--- src/rtl/dsram_arbiter.sv ---
// dsram_arbiter
// Shares the single-port data SRAM between the CPU memory pipeline (port 0)
// and an auxiliary requester (port 1). One access is issued per cycle. The
// CPU has priority, but a wait counter forces an aux grant after MAX_WAIT
// consecutive denied aux cycles. Read data returns one cycle after the grant
// and is routed to whichever port issued the read.
//
// Ports:
//   clk, rst                     clock, asynchronous active-high reset
//   flush                        kills the CPU request and CPU read return
//   cpu_req/wen/addr/wdata       CPU request (wen==0 means read)
//   cpu_gnt, cpu_stallreq        CPU grant / stall request (combinational)
//   cpu_rvalid, cpu_rdata        CPU read return
//   aux_*                        same as the CPU port (no flush, no stall)
//   data_sram_en/wen/addr/wdata  SRAM command port
//   data_sram_rdata              SRAM read data, 1 cycle after a read
module dsram_arbiter #(
  parameter int MAX_WAIT = 4
) (
  input  logic        clk,
  input  logic        rst,
  input  logic        flush,
  input  logic        cpu_req,
  input  logic [3:0]  cpu_wen,
  input  logic [31:0] cpu_addr,
  input  logic [31:0] cpu_wdata,
  output logic        cpu_gnt,
  output logic        cpu_rvalid,
  output logic [31:0] cpu_rdata,
  output logic        cpu_stallreq,
  input  logic        aux_req,
  input  logic [3:0]  aux_wen,
  input  logic [31:0] aux_addr,
  input  logic [31:0] aux_wdata,
  output logic        aux_gnt,
  output logic        aux_rvalid,
  output logic [31:0] aux_rdata,
  output logic        data_sram_en,
  output logic [3:0]  data_sram_wen,
  output logic [31:0] data_sram_addr,
  output logic [31:0] data_sram_wdata,
  input  logic [31:0] data_sram_rdata
);

  localparam logic [3:0] MAX_W = MAX_WAIT[3:0];

  typedef enum logic [1:0] {
    OWN_NONE = 2'd0,
    OWN_CPU  = 2'd1,
    OWN_AUX  = 2'd2
  } owner_t;

  logic [3:0] wait_cnt_reg;
  logic [3:0] wait_cnt_next;
  owner_t     rd_owner_reg;
  owner_t     rd_owner_next;

  logic cpu_req_eff;
  logic force_aux;

  // A flushed CPU request is treated as absent: it neither wins nor stalls.
  assign cpu_req_eff = cpu_req & ~flush;
  assign force_aux   = aux_req & (wait_cnt_reg == MAX_W);
  assign aux_gnt     = aux_req & (force_aux | ~cpu_req_eff);
  assign cpu_gnt     = cpu_req_eff & ~aux_gnt;
  assign cpu_stallreq = cpu_req_eff & ~cpu_gnt;

  // SRAM command mux; everything idles at zero when nobody is granted.
  always_comb begin
    data_sram_en    = 1'b0;
    data_sram_wen   = 4'b0;
    data_sram_addr  = 32'b0;
    data_sram_wdata = 32'b0;
    if (aux_gnt) begin
      data_sram_en    = 1'b1;
      data_sram_wen   = aux_wen;
      data_sram_addr  = aux_addr;
      data_sram_wdata = aux_wdata;
    end else if (cpu_gnt) begin
      data_sram_en    = 1'b1;
      data_sram_wen   = cpu_wen;
      data_sram_addr  = cpu_addr;
      data_sram_wdata = cpu_wdata;
    end
  end

  // Wait counter: counts consecutive denied aux cycles, clears as soon as aux
  // is served or withdraws its request.
  always_comb begin
    wait_cnt_next = 4'd0;
    if (aux_req && !aux_gnt) begin
      if (wait_cnt_reg == MAX_W) wait_cnt_next = MAX_W;
      else                       wait_cnt_next = wait_cnt_reg + 4'd1;
    end
  end

  // Read-return tag: remembers who owns the data arriving next cycle.
  always_comb begin
    rd_owner_next = OWN_NONE;
    if (cpu_gnt && (cpu_wen == 4'b0))      rd_owner_next = OWN_CPU;
    else if (aux_gnt && (aux_wen == 4'b0)) rd_owner_next = OWN_AUX;
  end

  always_ff @(posedge clk or posedge rst) begin
    if (rst) begin
      wait_cnt_reg <= 4'd0;
      rd_owner_reg <= OWN_NONE;
    end else begin
      wait_cnt_reg <= wait_cnt_next;
      rd_owner_reg <= rd_owner_next;
    end
  end

  // Return path: a flush in the return cycle drops only the CPU read.
  assign cpu_rvalid = (rd_owner_reg == OWN_CPU) & ~flush;
  assign aux_rvalid = (rd_owner_reg == OWN_AUX);
  assign cpu_rdata  = cpu_rvalid ? data_sram_rdata : 32'b0;
  assign aux_rdata  = aux_rvalid ? data_sram_rdata : 32'b0;

endmodule

--- config.mk ---
export PLATFORM = sky130hd
export DESIGN_NAME = dsram_arbiter
export DESIGN_NICKNAME = d
export VERILOG_FILES = /design/src/rtl/dsram_arbiter.sv
export SDC_FILE = /design/constraint.sdc
export NUM_CORES = 1
export LEC_CHECK = 0
export BUFFER_PORTS_ARGS = -buffer_cell sky130_fd_sc_hd__buf_2
export CAP_MARGIN = 20
export CORE_AREA = 2 2 120 122
export CTS_CLUSTER_DIAMETER = 60
export CTS_CLUSTER_SIZE = 30
export DETAILED_ROUTE_END_ITERATION = 10
export DIE_AREA = 0 0 122 124
export PLACE_DENSITY = 0.6
export SLEW_MARGIN = 5
export SYNTH_ARGS = -nofsm -noshare
export SYNTH_HDL_FRONTEND = slang
export SYNTH_SLANG_ARGS = --single-unit
export TNS_END_PERCENT = 5
--- constraint.sdc ---
create_clock -name clk -period 1.7 [get_ports clk]
set_input_delay 0.51 -clock clk [delete_from_list [all_inputs] [get_ports clk]]
set_output_delay 0.51 -clock clk [all_outputs]
set_load 0.01 [all_outputs]
Word level (Yosys, flattened, before mapping)
Cells that the tools add are included.
{ "classes": {"eq_ne": 3, "mux": 14, "shifts": 0, "n_reduce_logical": 6, "n_div": 0, "order_cmp": 0, "n_bitwise": 11, "multipliers": 0, "n_addsub": 1} }
{ "op_table": {"columns": ["cell", "count"], "rows": [
  ["two-way mux 32 bit", 6],
  ["two-way mux 4 bit", 4],
  ["zero test 4 bit", 2],
  ["bitwise AND 1 bit", 6],
  ["adder 4 x 1 -> 4 bit (second input constant)", 1],
  ["equality test 4 x 3 -> 1 bit (second input constant)", 1],
  ["two-way mux 2 bit", 2],
  ["inverter 1 bit", 4],
  ["logical AND 1 bit", 3],
  ["equality test 2 x 1 -> 1 bit (second input constant)", 1],
  ["equality test 2 bit (second input constant)", 1],
  ["two-way mux 1 bit", 2],
  ["zero test 1 bit", 1],
  ["bitwise OR 1 bit", 1]
]} }
{ "totals": {"mem_bits_ro": 0, "out_inout_bits": 138, "mem_bits_rw": 0, "elab_cells": 37, "latch_bits": 0, "inputBits": 173, "mem_count": 0, "ff_bits": 6} }

Depth between registers and ports, before layout
Gate-level depths: netlist of the first run.
{ "depth": {"depth_word": 9, "depth_mapped": 7, "depth_no_buf": 6} }

Worst setup path before layout of the first run
OpenSTA, ideal clock, no wires.
{ "synth_path": {"path_type": "register to output", "startpoint": "register wait_cnt_reg[0]", "endpoint": "output data_sram_addr[19]", "arrival_time_ns": 1.433, "n_path_buf": 2, "setup_slack_ns": -0.243, "required_time_ns": 1.190, "stages_incl_launch_ff": 8, "cell_sequence": "dfrtp_1 -> inv_1 -> ha_1 -> nand4b_2 -> nand2b_4 -> buf_8 -> buf_6 -> mux2i_1"} }
{ "synth_via": {"elab_chain_cells": 8} }
{ "synth_lines": {"columns": ["item", "line", "source"], "rows": [
  ["start: declaration", "53", "logic [3:0] wait_cnt_reg;"],
  ["start signal: assignment", "109", "wait_cnt_reg <= wait_cnt_next;"],
  ["equality test 4 x 3 -> 1 bit (*)", "63", "assign force_aux = aux_req & (wait_cnt_reg == MAX_W);"],
  ["bitwise AND 1 bit (*)", "63", null],
  ["bitwise OR 1 bit (*)", "64", "assign aux_gnt = aux_req & (force_aux | ~cpu_req_eff);"],
  ["bitwise AND 1 bit (*)", "64", null],
  ["inverter 1 bit", "65", "assign cpu_gnt = cpu_req_eff & ~aux_gnt;"],
  ["bitwise AND 1 bit", "65", null],
  ["two-way mux 32 bit", "79", "end else if (cpu_gnt) begin"],
  ["two-way mux 32 bit (*)", "74", "if (aux_gnt) begin"],
  ["end: declaration", "40", "output logic [31:0] data_sram_addr,"]
]} }
Mark *: on every way between the ends. The rest lies on a longest branch, timed or not.

Worst setup path after layout of the first run
{ "layout_path": {"startpoint": "register wait_cnt_reg[1]", "endpoint": "output data_sram_addr[22]"} }
The elaborated chain is that of the path after synthesis.

==> key figures, run 1 <==
STA
  – Final Max Slew Viols: 0
  – Setup TNS: -48.39 ns
  – RSZ-0062 raised after global routing: yes
  – FMAX: roughly 430 MHz
  – Worst hold margin: 0.208 ns
  – Setup-failing EPs final: between 100 and 150
  – Fin crit share: 137%
  – Setup slack after layout: -0.629 ns
  – Worst Clk Skew: approximately 0.0020 ns
  – Post-route minimum period: between 2 and 2.5 ns
  – Slew headroom: roughly 84%
  – Measured slew at the worst slew-check pin: between 0.2 and 0.25 ns
  – Final Hold Vio Count: 0

Synthesis
  – Count leader, synth: inv_1
  – YS warnings: 0
  – Cell taking the most area after synthesis: mux2i_1
  – Dominant synthesized flop cell: dfrtp_1
  – Synthesized flop and latch total: 6
  – Synth Instances: around 320
  – Post-Syn Nets: just under 500
  – Sequential area share after synthesis: 7.13%
  – Synth area leaders: mux2i_1, and2_1, inv_1, nand2_1, dfrtp_1
  – Top post-synthesis cells by count: inv_1, mux2i_1, nand2_1
  – Synth top area share: about a third
  – Post-Syn Area per Cell: 6.54 um2
  – Post-synth EDFFs: 0
  – FFs w/ async S/R, synth: 100%
  – Post-Syn Area: between 2000 and 2500 um2
  – Unique masters post-synth: 23

Final layout
  – P&R area growth vs syn: 115%
  – Antenna diode count: 0
  – Post-route cell area: 4530 um2
  – Layout cell share with drive strength beyond 1: approximately three fifths
  – Max FFs per register: 4
  – Final net count: just over 800
  – Post-layout util: between 30% and 40%
  – Fill count: approximately 1500

Power
  – Overall power: 1.42 mW
  – Peak supply drop: between 200 and 250 uV
  – Leak: approximately 3.1 nW
  – Part of the power in combinational logic: approximately 63%
  – P per Cell Area: about 310 nW/um2
  – P_sw: ~490 uW
  – Clock power frac: 26.5%
  – Switching portion of total power: about a third
  – Sequential power share: between 10% and 20%
  – Cell-internal power: about 930 uW

Setup path
  – FF-to-FF path depth: 9
  – FF-to-FF Start: wait_cnt_reg[1]
  – Startpoint types: flop
  – Critical-path maximum fanout: 8
  – Reg-to-reg setup timing slack: approximately 0.09 ns
  – Critical path class: flop to output port
  – Worst EP required: between 1 and 1.5 ns
  – CP arrival: 1.82 ns
  – CP Capture Type: output port
  – RR Endpoint: wait_cnt_reg[1]

Status
  – Status: finished with violations
  – Failing checks: negative setup slack

Detailed routing
  – Post-route ant nets: 0
  – Routed WL: just under 10000 um
  – Iteration-0 DRC Markers: 66
  – Routed vias: about 3100
  – Number of vias per cell: approximately 3.8
  – Pre-antenna DRT Iters: 4
  – WL per Instance: around 12 um
  – Post-route DRC: 0

Clock tree
  – Clk sink count: 6
  – CTS tree: yes
  – CTS root buf: clkbuf_16
  – Clock Tree Buf Depth: 2
  – Htree depth: 1
  – Clk slew on worst S/H paths: around 0.030 ns
  – Total CTS buffers: 3
  – Worst-Skew Late Latency: ~0.23 ns

Placement
  – Gpl congestion: 0.724
  – Port bufs: a little over 300
  – Post-DP Area: 4210 um2
  – Post-DP HPWL: ~8000 um

Floorplanning
  – Die Wd: roughly 120 um
  – Initial Util: between 15 and 20%
  – Core region area: approximately 14000 um2
  – Die Ht: between 100 and 150 um
  – FP Rows: 43
  – Die area: about 15000 um2
  – Top-Level Pins: 311

Global routing
  – Total GRT Usage: about a tenth
  – First-pass GRT wire length: 12800 um
  – GRT overflow: 0
  – Vias in the first global route: roughly 2700
  – Initial antenna violation count: 0
  – Largest net degree at the start of global routing: 39

Worst hold path
  – Hold Path Class: primary input to asynchronous set/reset pin

Run
  – Max-cap violations: 0
==> worst max-delay path by stage <==
stage,start,end,slack [ns]
2_1_floorplan,wait_cnt_reg[1],data_sram_addr[0],-0.18
3_3_place_gp,flush,data_sram_wdata[21],-0.43
3_5_place_dp,flush,data_sram_wdata[21],-0.44
4_1_cts,wait_cnt_reg[1],data_sram_wdata[21],-0.64
5_1_grt,wait_cnt_reg[0],data_sram_wdata[23],-0.72
6_report,wait_cnt_reg[1],data_sram_addr[22],-0.63
==> cell type report <==
class,count,area [um2],share of cell area (%)
inverters,72,270,5.97
flip-flops and latches,6,150,3.31
well taps,180,225,4.97
multi-input cells,222,1790,39.5
clock buffers,3,75.1,1.66
repair buffers,340,2020,44.6
==> placed cells by master, fill, tap and decap left out, types with 3 or more instances in the layout <==
| master | n |
|---|---|
| nand2_1 | 68 |
| inv_1 | 69 |
| mux2i_1 | 49 |
| buf_6 | 12 |
| clkbuf_16 | 6 |
| buf_12 | 8 |
| and3_1 | 4 |
| mux2i_4 | 19 |
| buf_4 | 17 |
| and2_1 | 63 |
| buf_2 | 299 |
| inv_2 | 3 |
| dfrtp_1 | 6 |
==> power by group through the flow <==
stage | clock, mW | combinational (mW) | sequential [mW]
after CTS | 0.379 | 0.853 | 0.147
after global placement | 0 | 0.827 | 0.148
after floorplan | 0 | 0.440 | 0.148
after detailed placement | 0 | 0.833 | 0.148
final | 0.377 | 0.896 | 0.147
after global routing | 0.391 | 0.976 | 0.147
==> stage by stage <==
stage	instances	worst slack, ns
2_1_floorplan	322	-0.185
4_1_cts	816	-0.638
6_report	823	-0.629
3_5_place_dp	811	-0.436
3_3_place_gp	811	-0.430
5_1_grt	823	-0.717
==> kinds of logic (layout without fill, tap and decap cells) <==
group	after synthesis	after routing	share of synthesized area (%)
multiplexers	68	68	32.3
buffers and inverters	94	415	20.9
AO/OA/AOI/OAI	1	1	0.534
adder cells (fa/ha/maj)	2	2	1.19
XOR/XNOR	1	1	0.416
flip-flops	6	6	7.13
AND/OR/NAND/NOR	150	150	37.5
==> worst max-delay path, stage by stage, from the launching register on <==
cell      delay (ns)
dfrtp_1         0.39
inv_2           0.07
ha_4            0.15
nand4b_4        0.12
nand2b_4        0.17
buf_4           0.16
buf_16          0.15
mux2i_4         0.22
buf_2           0.15
==> repair_timing <==
item | 4_1_cts | 5_1_grt
gates cloned | 0 | 3
hold buffers | 0 | 0
buffers inserted | 2 | 4
setup endpoints to repair | 137 | 137
pin swaps | 16 | 0
resized for setup | 12 | 7
==> routing by layer <==
metal  GRT usage, %  routed length [um]  vias up
li1               -                   -     1613
met1           11.2                3580     1354
met2           21.3                5230      168
met3           2.34                 896        5
met4          0.862                  36        0
met5              0                   0        -
(Power assumes the default switching activity.)
==> run 2: changes to the inputs <==
--- a/config.mk
+++ b/config.mk
@@ -5,6 +5,7 @@
 export SDC_FILE = /design/constraint.sdc
 export NUM_CORES = 1
 export LEC_CHECK = 0
+export ABC_AREA = 1
 export BUFFER_PORTS_ARGS = -buffer_cell sky130_fd_sc_hd__buf_2
 export CAP_MARGIN = 20
 export CORE_AREA = 2 2 120 122
@@ -12,7 +13,6 @@
 export CTS_CLUSTER_SIZE = 30
 export DETAILED_ROUTE_END_ITERATION = 10
 export DIE_AREA = 0 0 122 124
-export PLACE_DENSITY = 0.6
 export SLEW_MARGIN = 5
 export SYNTH_ARGS = -nofsm -noshare
 export SYNTH_HDL_FRONTEND = slang
==> run 2 against run 1 <==
Effect of this change: the run still ends with negative setup slack left; total power is 6.3% lower; largest power group unchanged; largest cell class unchanged; synthesized area is 20% lower; count of clock-buffer cells in the layout stayed put; register-to-register slack better by 0.13 ns; final cell count is 7.3% higher; combinational power is 11% lower; worst hold slack worse by 0.019 ns; critical endpoint is now data_sram_addr[4]; utilization is 1.0 points lower; sequential cell count stayed put; critical path depth is 2 higher.
==> key figures, run 2 <==
STA
  – RSZ-0062 raised after global routing: yes
  – Post-route minimum period: 2.22 ns (-0.113 ns)
  – Setup slack after layout: -0.516 ns (+0.113 ns)
  – Fin crit share: 130% (-6.7 points)
  – Measured slew at the worst slew-check pin: 0.239 ns (-0.00152 ns)
  – Final Max Slew Viols: 0 (unchanged)
  – FMAX: 451 MHz (+5.1%)
  – Final Hold Vio Count: 0 (unchanged)
  – Setup-failing EPs final: 104 (-13%)
  – Slew headroom: 84.1% (+0.10 points)
  – Worst Clk Skew: 0.00154 ns (-0.000424 ns)

Setup path
  – Critical-path maximum fanout: 6 (-2)
  – FF-to-FF Start: wait_cnt_reg[0]
  – Startpoint types: flop
  – Critical path class: flop to output port
  – CP arrival: 1.71 ns (-0.11 ns)
  – CP startpoint: wait_cnt_reg[0]
  – Worst EP required: 1.19 ns (about the same)
  – CP Capture Type: output port

Synthesis
  – Sequential area share after synthesis: 8.90% (+1.8 points)
  – Synth top area share: 31.4% (-0.95 points)
  – Post-Syn Area: 1690 um2 (-20%)
  – FFs w/ async S/R, synth: 100% (unchanged)
  – Synth area leaders: nand2_1, nand3_1, nor2_1, inv_1, dfrtp_1
  – Top post-synthesis cells by count: nand2_1, nor2_1, nand3_1
  – YS warnings: 0 (unchanged)
  – Unique masters post-synth: 17 (-26%)
  – Synthesized flop and latch total: 6 (unchanged)
  – Synth Instances: 373 (+16%)
  – Post-synth EDFFs: 0 (unchanged)
  – Dominant synthesized flop cell: dfrtp_1
  – Cell taking the most area after synthesis: nand2_1
  – Post-Syn Nets: 548 (+10%)
  – Post-Syn Area per Cell: 4.53 um2 (-31%)
  – Count leader, synth: nand2_1

Clock tree
  – CTS tree: yes
  – Clk slew on worst S/H paths: 0.03 ns (about the same)
  – Hold buffer count at CTS: 0 (unchanged)
  – Worst-Skew Late Latency: 0.23 ns (about the same)
  – Htree depth: 1 (unchanged)
  – Total CTS buffers: 3 (unchanged)
  – Clock Tree Buf Depth: 2 (unchanged)
  – CTS root buf: clkbuf_16
  – Clk sink count: 6 (unchanged)

Floorplanning
  – FP Rows: 43 (unchanged)
  – Die Ht: 124 um (unchanged)
  – Die Wd: 122 um (unchanged)
  – Initial Util: 12.3% (-3.1 points)
  – Top-Level Pins: 311 (unchanged)
  – Core region area: 13700 um2 (unchanged)
  – Die area: 15100 um2 (unchanged)

Detailed routing
  – Iteration-0 DRC Markers: 116 (+76%)
  – Pre-antenna DRT Iters: 5 (+1)
  – Number of vias per cell: 3.97 (+4.0%)
  – Post-route ant nets: 0 (unchanged)
  – WL per Instance: 12.4 um (+4.8%)
  – Routed WL: 10900 um (+12%)
  – Routed vias: 3504 (+12%)
  – Post-route DRC: 0 (unchanged)

Status
  – Failing checks: negative setup slack
  – Status: finished with violations

Final layout
  – Most frequent cells in the layout: buf_2, nand2_1, nor2_1, inv_1, nand3_2
  – Max FFs per register: 4 (unchanged)
  – Post-route cell area: 4390 um2 (-3.0%)
  – P&R area growth vs syn: 160%
  – Layout cell share with drive strength beyond 1: 61.2% (+3.2 points)
  – Antenna diode count: 0 (unchanged)
  – Commonest non-fill, non-tap cell in the layout: buf_2
  – Multi-input logic area: 1570 um2 (-12%)
  – Final net count: 880 (+7.3%)
  – Fill count: 1569 (+4.4%)
  – Reg area: 150 um2 (unchanged)

Placement
  – Dpl ws: -0.332 ns (+0.103 ns)
  – Post-DP HPWL: 8140 um (+1.5%)
  – Port bufs: 310 (unchanged)
  – Gpl congestion: 0.798 (+10%)
  – Post-DP Area: 3710 um2 (-12%)

Power
  – Leak: 2.86 nW (-6.5%)
  – Overall power: 1.33 mW (-6.3%)
  – Peak supply drop: 239 uV (-0.74%)
  – P per Cell Area: 303 nW/um2 (-3.4%)
  – P_sw: 488 uW (+0.31%)
  – Part of the power in combinational logic: 60.1% (-3.0 points)
  – Clock power frac: 28.9% (+2.4 points)
  – Switching portion of total power: 36.7% (+2.4 points)
  – Cell-internal power: 842 uW (-9.8%)
  – Sequential power share: 11.0% (+0.7 points)

Run
  – Max-cap violations: 0 (unchanged)

Global routing
  – Vias in the first global route: 2786 (+2.2%)
  – Initial antenna violation count: 0 (unchanged)
  – GRT overflow: 0 (unchanged)
  – First-pass GRT wire length: 13200 um (+3.5%)
  – Largest net degree at the start of global routing: 51 (+31%)
  – Total GRT Usage: 10.9% (+0.47 points)

Worst hold path
  – Hold Path Class: primary input to asynchronous set/reset pin
run 2: cell count changes in the layout (fill, tap and decap cells not counted), moves of 10 or more:
cell,delta
nand2_2,+14
nand3_2,+40
and2_1,-63
nand2_1,+59
mux2i_4,-19
nor2_1,+64
buf_6,+10
mux2i_1,-49
inv_1,-28
nand3_1,+25
run 2: path summary, 6_finish.rpt:
kind	to	slack, ns	cells past startpoint
min in group clk	wait_cnt_reg[3]	0.53	2
setup reg to reg	rd_owner_reg[0]	0.22	10
hold reg to reg	wait_cnt_reg[3]	0.53	2
setup / recovery	data_sram_addr[4]	-0.52	10
max in group asynchronous	rd_owner_reg[0]	1.32	2
hold / removal	wait_cnt_reg[1]	0.19	2
run 2: cells by family (layout without fill, tap and decap cells):
family / Yosys count / in the layout / synth area share [%]
simple gates: 289 / 289 / 70.1
fa+ha+maj: 2 / 2 / 1.48
compound gates: 2 / 2 / 0.815
flops: 6 / 6 / 8.90
xor+xnor: 2 / 2 / 1.04
buf+inv: 72 / 402 / 17.7
run 2: per-stage QoR:
| stage | TNS, ns | instances | util [%] | hold WS (ns) |
|---|---|---|---|---|
| finish | -36.75 | 883 | 32.0 | 0.189 |
| detailed placement | -22.51 | 870 | 27.1 | 0.440 |
| floorplan | -8.46 | 373 | - | 0.301 |
| global placement | -22.54 | 870 | 27.1 | 0.437 |
| CTS | -39.06 | 874 | 28.3 | 0.198 |
| global route | -45.36 | 883 | 32.0 | 0.223 |
run 2: area by class of cell:
| type | instances | share of cell area [%] |
|---|---|---|
| Timing Repair Buffer | 354 | 50.2 |
| Clock buffer | 3 | 1.71 |
| Multi-Input combinational cell | 295 | 35.7 |
| Inverter | 45 | 3.85 |
| Tap cell | 180 | 5.13 |
| Sequential cell | 6 | 3.42 |
run 2: power by group through the flow:
stage	sequential [mW]	combinational, mW	clock, mW
after global routing	0.147	0.876	0.400
after CTS	0.146	0.713	0.390
after floorplan	0.148	0.310	0
after detailed placement	0.148	0.700	0
final	0.147	0.800	0.384
after global placement	0.148	0.697	0
run 2: worst max-delay path, cell delays in order (launching register included):
cell and delay [ns]:
dfrtp_1 0.37, inv_2 0.07, ha_4 0.15, buf_6 0.08, nand4_1 0.08, buf_6 0.16, buf_12 0.15, clkbuf_16 0.16
nand3_2 0.05, nand2_1 0.05, buf_2 0.14
run 2: routing by layer:
layer	GRT usage [%]	vias to the layer above	part of all wire [%]
met5	0	-	0
met3	1.47	11	6.0
met4	2.01	0	0.96
li1	-	1789	-
met2	20.3	150	53
met1	13.5	1554	40
run 2: what timing repair did:
action,CTS,global route
endpoints found under the setup margin,131,131
setup buffers,1,3
cloned,0,6
resized for setup,25,76
pin swaps,2,43
==> run 3: changes to the inputs <==
==> constraint.sdc (replaced) <==
create_clock -name clk -period 1.8 [get_ports clk]
set_input_delay 0.54 -clock clk [delete_from_list [all_inputs] [get_ports clk]]
set_output_delay 0.54 -clock clk [all_outputs]
set_load 0.01 [all_outputs]
==> run 3 against run 2 <==
Effect of this change: setup slack improved by 0.096 ns; final cell count decreased by 1.1%; total power decreased by 5.1%; sequential cell count unchanged; sequential power decreased by 6%; the flow still finishes with violations (negative setup slack); highest routed layer unchanged; design area decreased by 3.0%.
==> key figures, run 3 (synthesis results as in run 2) <==
Placement
  – Post-DP HPWL: 7930 um (-2.6%)
  – Placed cells: 863 (-0.80%)
  – Post-DP Area: 3700 um2 (-0.40%)
  – Port bufs: 310 (unchanged)
  – Gpl congestion: 0.824 (+3.3%)

Floorplanning
  – Die Wd: 122 um (unchanged)
  – Die area: 15100 um2 (unchanged)
  – FP Rows: 43 (unchanged)
  – Die Ht: 124 um (unchanged)
  – Core region area: 13700 um2 (unchanged)
  – Top-Level Pins: 311 (unchanged)
  – Initial Util: 12.3% (unchanged)

Final layout
  – Most frequent cells in the layout: buf_2, nand2_1, nand3_1, inv_1, nor2_1
  – Layout cell share with drive strength beyond 1: 61.6% (+0.45 points)
  – Multi-input logic area: 1510 um2 (-3.8%)
  – Antenna diode count: 0 (unchanged)
  – Fill count: 1542 (-1.7%)
  – Max FFs per register: 4 (unchanged)
  – Final net count: 870 (-1.1%)
  – Post-layout util: 31.1% (-0.95 points)
  – Reg area: 150 um2 (unchanged)
  – Post-route cell area: 4260 um2 (-3.0%)
  – P&R area growth vs syn: 153%
  – Commonest non-fill, non-tap cell in the layout: buf_2
  – Non-Filler Instances: 873 (-1.1%)

Setup path
  – Startpoint types: flop
  – CP arrival: 1.68 ns (-0.03 ns)
  – Worst EP required: 1.26 ns (+0.07 ns)
  – Critical-path maximum fanout: 5 (-1)
  – CP Capture Type: output port
  – Critical path class: flop to output port

Clock tree
  – Clock Tree Buf Depth: 2 (unchanged)
  – Total CTS buffers: 3 (unchanged)
  – Worst-Skew Late Latency: 0.22 ns (about the same)
  – Hold buffer count at CTS: 0 (unchanged)
  – Htree depth: 1 (unchanged)
  – CTS tree: yes
  – Clk sink count: 6 (unchanged)
  – Clk slew on worst S/H paths: 0.03 ns (about the same)
  – CTS root buf: clkbuf_16

Detailed routing
  – Routed vias: 3406 (-2.8%)
  – Number of vias per cell: 3.90 (-1.7%)
  – Post-route DRC: 0 (unchanged)
  – WL per Instance: 11.9 um (-3.8%)
  – Routed WL: 10400 um (-4.9%)
  – Pre-antenna DRT Iters: 4 (-1)
  – Iteration-0 DRC Markers: 145 (+25%)
  – Post-route ant nets: 0 (unchanged)

Run
  – Max-cap violations: 0 (unchanged)

Global routing
  – Largest net degree at the start of global routing: 44 (-14%)
  – Vias in the first global route: 2795 (+0.32%)
  – Initial antenna violation count: 0 (unchanged)
  – GRT overflow: 0 (unchanged)
  – Total GRT Usage: 11.3% (+0.36 points)
  – First-pass GRT wire length: 13700 um (+3.7%)

Status
  – Failing checks: negative setup slack
  – Status: finished with violations

STA
  – RSZ-0062 raised after global routing: yes
  – Slew headroom: 84.3% (+0.24 points)
  – Worst Clk Skew: 0.000584 ns (-0.000954 ns)
  – Final Hold Vio Count: 0 (unchanged)
  – Final Max Slew Viols: 0 (unchanged)
  – Fin crit share: 123%
  – Setup-failing EPs final: 101 (-2.9%)
  – Post-route minimum period: approximately 2.2 ns
  – FMAX: about 450 MHz
  – Measured slew at the worst slew-check pin: 0.235 ns (-0.00353 ns)
  – Setup slack after layout: -0.419 ns (+0.0964 ns)

Power
  – Overall power: 1.26 mW (-5.1%)
  – P per Cell Area: 296 nW/um2 (-2.2%)
  – Peak supply drop: 189 uV (-21%)
  – Leak: 2.82 nW (-1.5%)

Worst hold path
  – Hold Path Class: primary input to asynchronous set/reset pin
## run 3: cell count changes in the layout (fill, tap and decap cells not counted), sizes merged
cell,delta
bufbuf,+1
clkbuf,-3
buf,-8
## run 3: metal layers
metal,GRT usage (%),vias to the layer above,wire length (um)
met2,19.4,138,5520
met4,2.37,0,75
met3,1.42,6,676
met1,15.1,1491,4140
li1,-,1771,-
met5,0,-,0
## run 3: final cells by class
type | count | share of cell area, %
Timing Repair Buffer | 344 | 50.1
Multi-Input combinational cell | 295 | 35.4
Tap cell | 180 | 5.28
Inverter | 45 | 3.96
Sequential cell | 6 | 3.52
Clock buffer | 3 | 1.76
## run 3: stage by stage
| stage | worst slack, ns | hold WS [ns] | TNS [ns] |
|---|---|---|---|
| 2_1_floorplan | -0.0427 | 0.331 | -2.54 |
| 3_3_place_gp | -0.256 | 0.472 | -17.13 |
| 3_5_place_dp | -0.259 | 0.465 | -17.30 |
| 4_1_cts | -0.391 | 0.230 | -25.23 |
| 5_1_grt | -0.495 | 0.257 | -34.79 |
| 6_report | -0.419 | 0.225 | -26.55 |
## run 3: worst paths after layout
check | from | end | slack (ns) | depth (start not counted)
max | wait_cnt_reg[0] | data_sram_wdata[0] | -0.42 | 9
min | rst | wait_cnt_reg[2] | 0.23 | 2
max reg2reg | wait_cnt_reg[0] | rd_owner_reg[0] | 0.49 | 8
min reg2reg | wait_cnt_reg[0] | wait_cnt_reg[0] | 0.55 | 2
max in group asynchronous | rst | rd_owner_reg[0] | 1.38 | 2
min in group clk | wait_cnt_reg[0] | wait_cnt_reg[0] | 0.55 | 2
## run 3: what timing repair did
item | in CTS | in global routing
pin swaps | 4 | 10
setup endpoints to repair | 121 | 132
gates cloned | 2 | 3
resized for setup | 15 | 94
setup buffers | 3 | 0
## run 3: report_power, final
group	internal, mW	leakage, nW	switching, mW
Sequential	0.137	0.0832	0.00101
Clock	0.284	0.0370	0.0658
Combinational	0.387	2.70	0.387
Total	0.809	2.82	0.454
## run 3: worst max-delay path: stages, from the launching register on
cell and delay [ns]:
dfrtp_1 0.38, inv_2 0.07, ha_4 0.14, nand3_4 0.07
a21oi_4 0.23, buf_6 0.17, clkbuf_16 0.17, nand2_4 0.05
nand2_2 0.06, buf_6 0.10
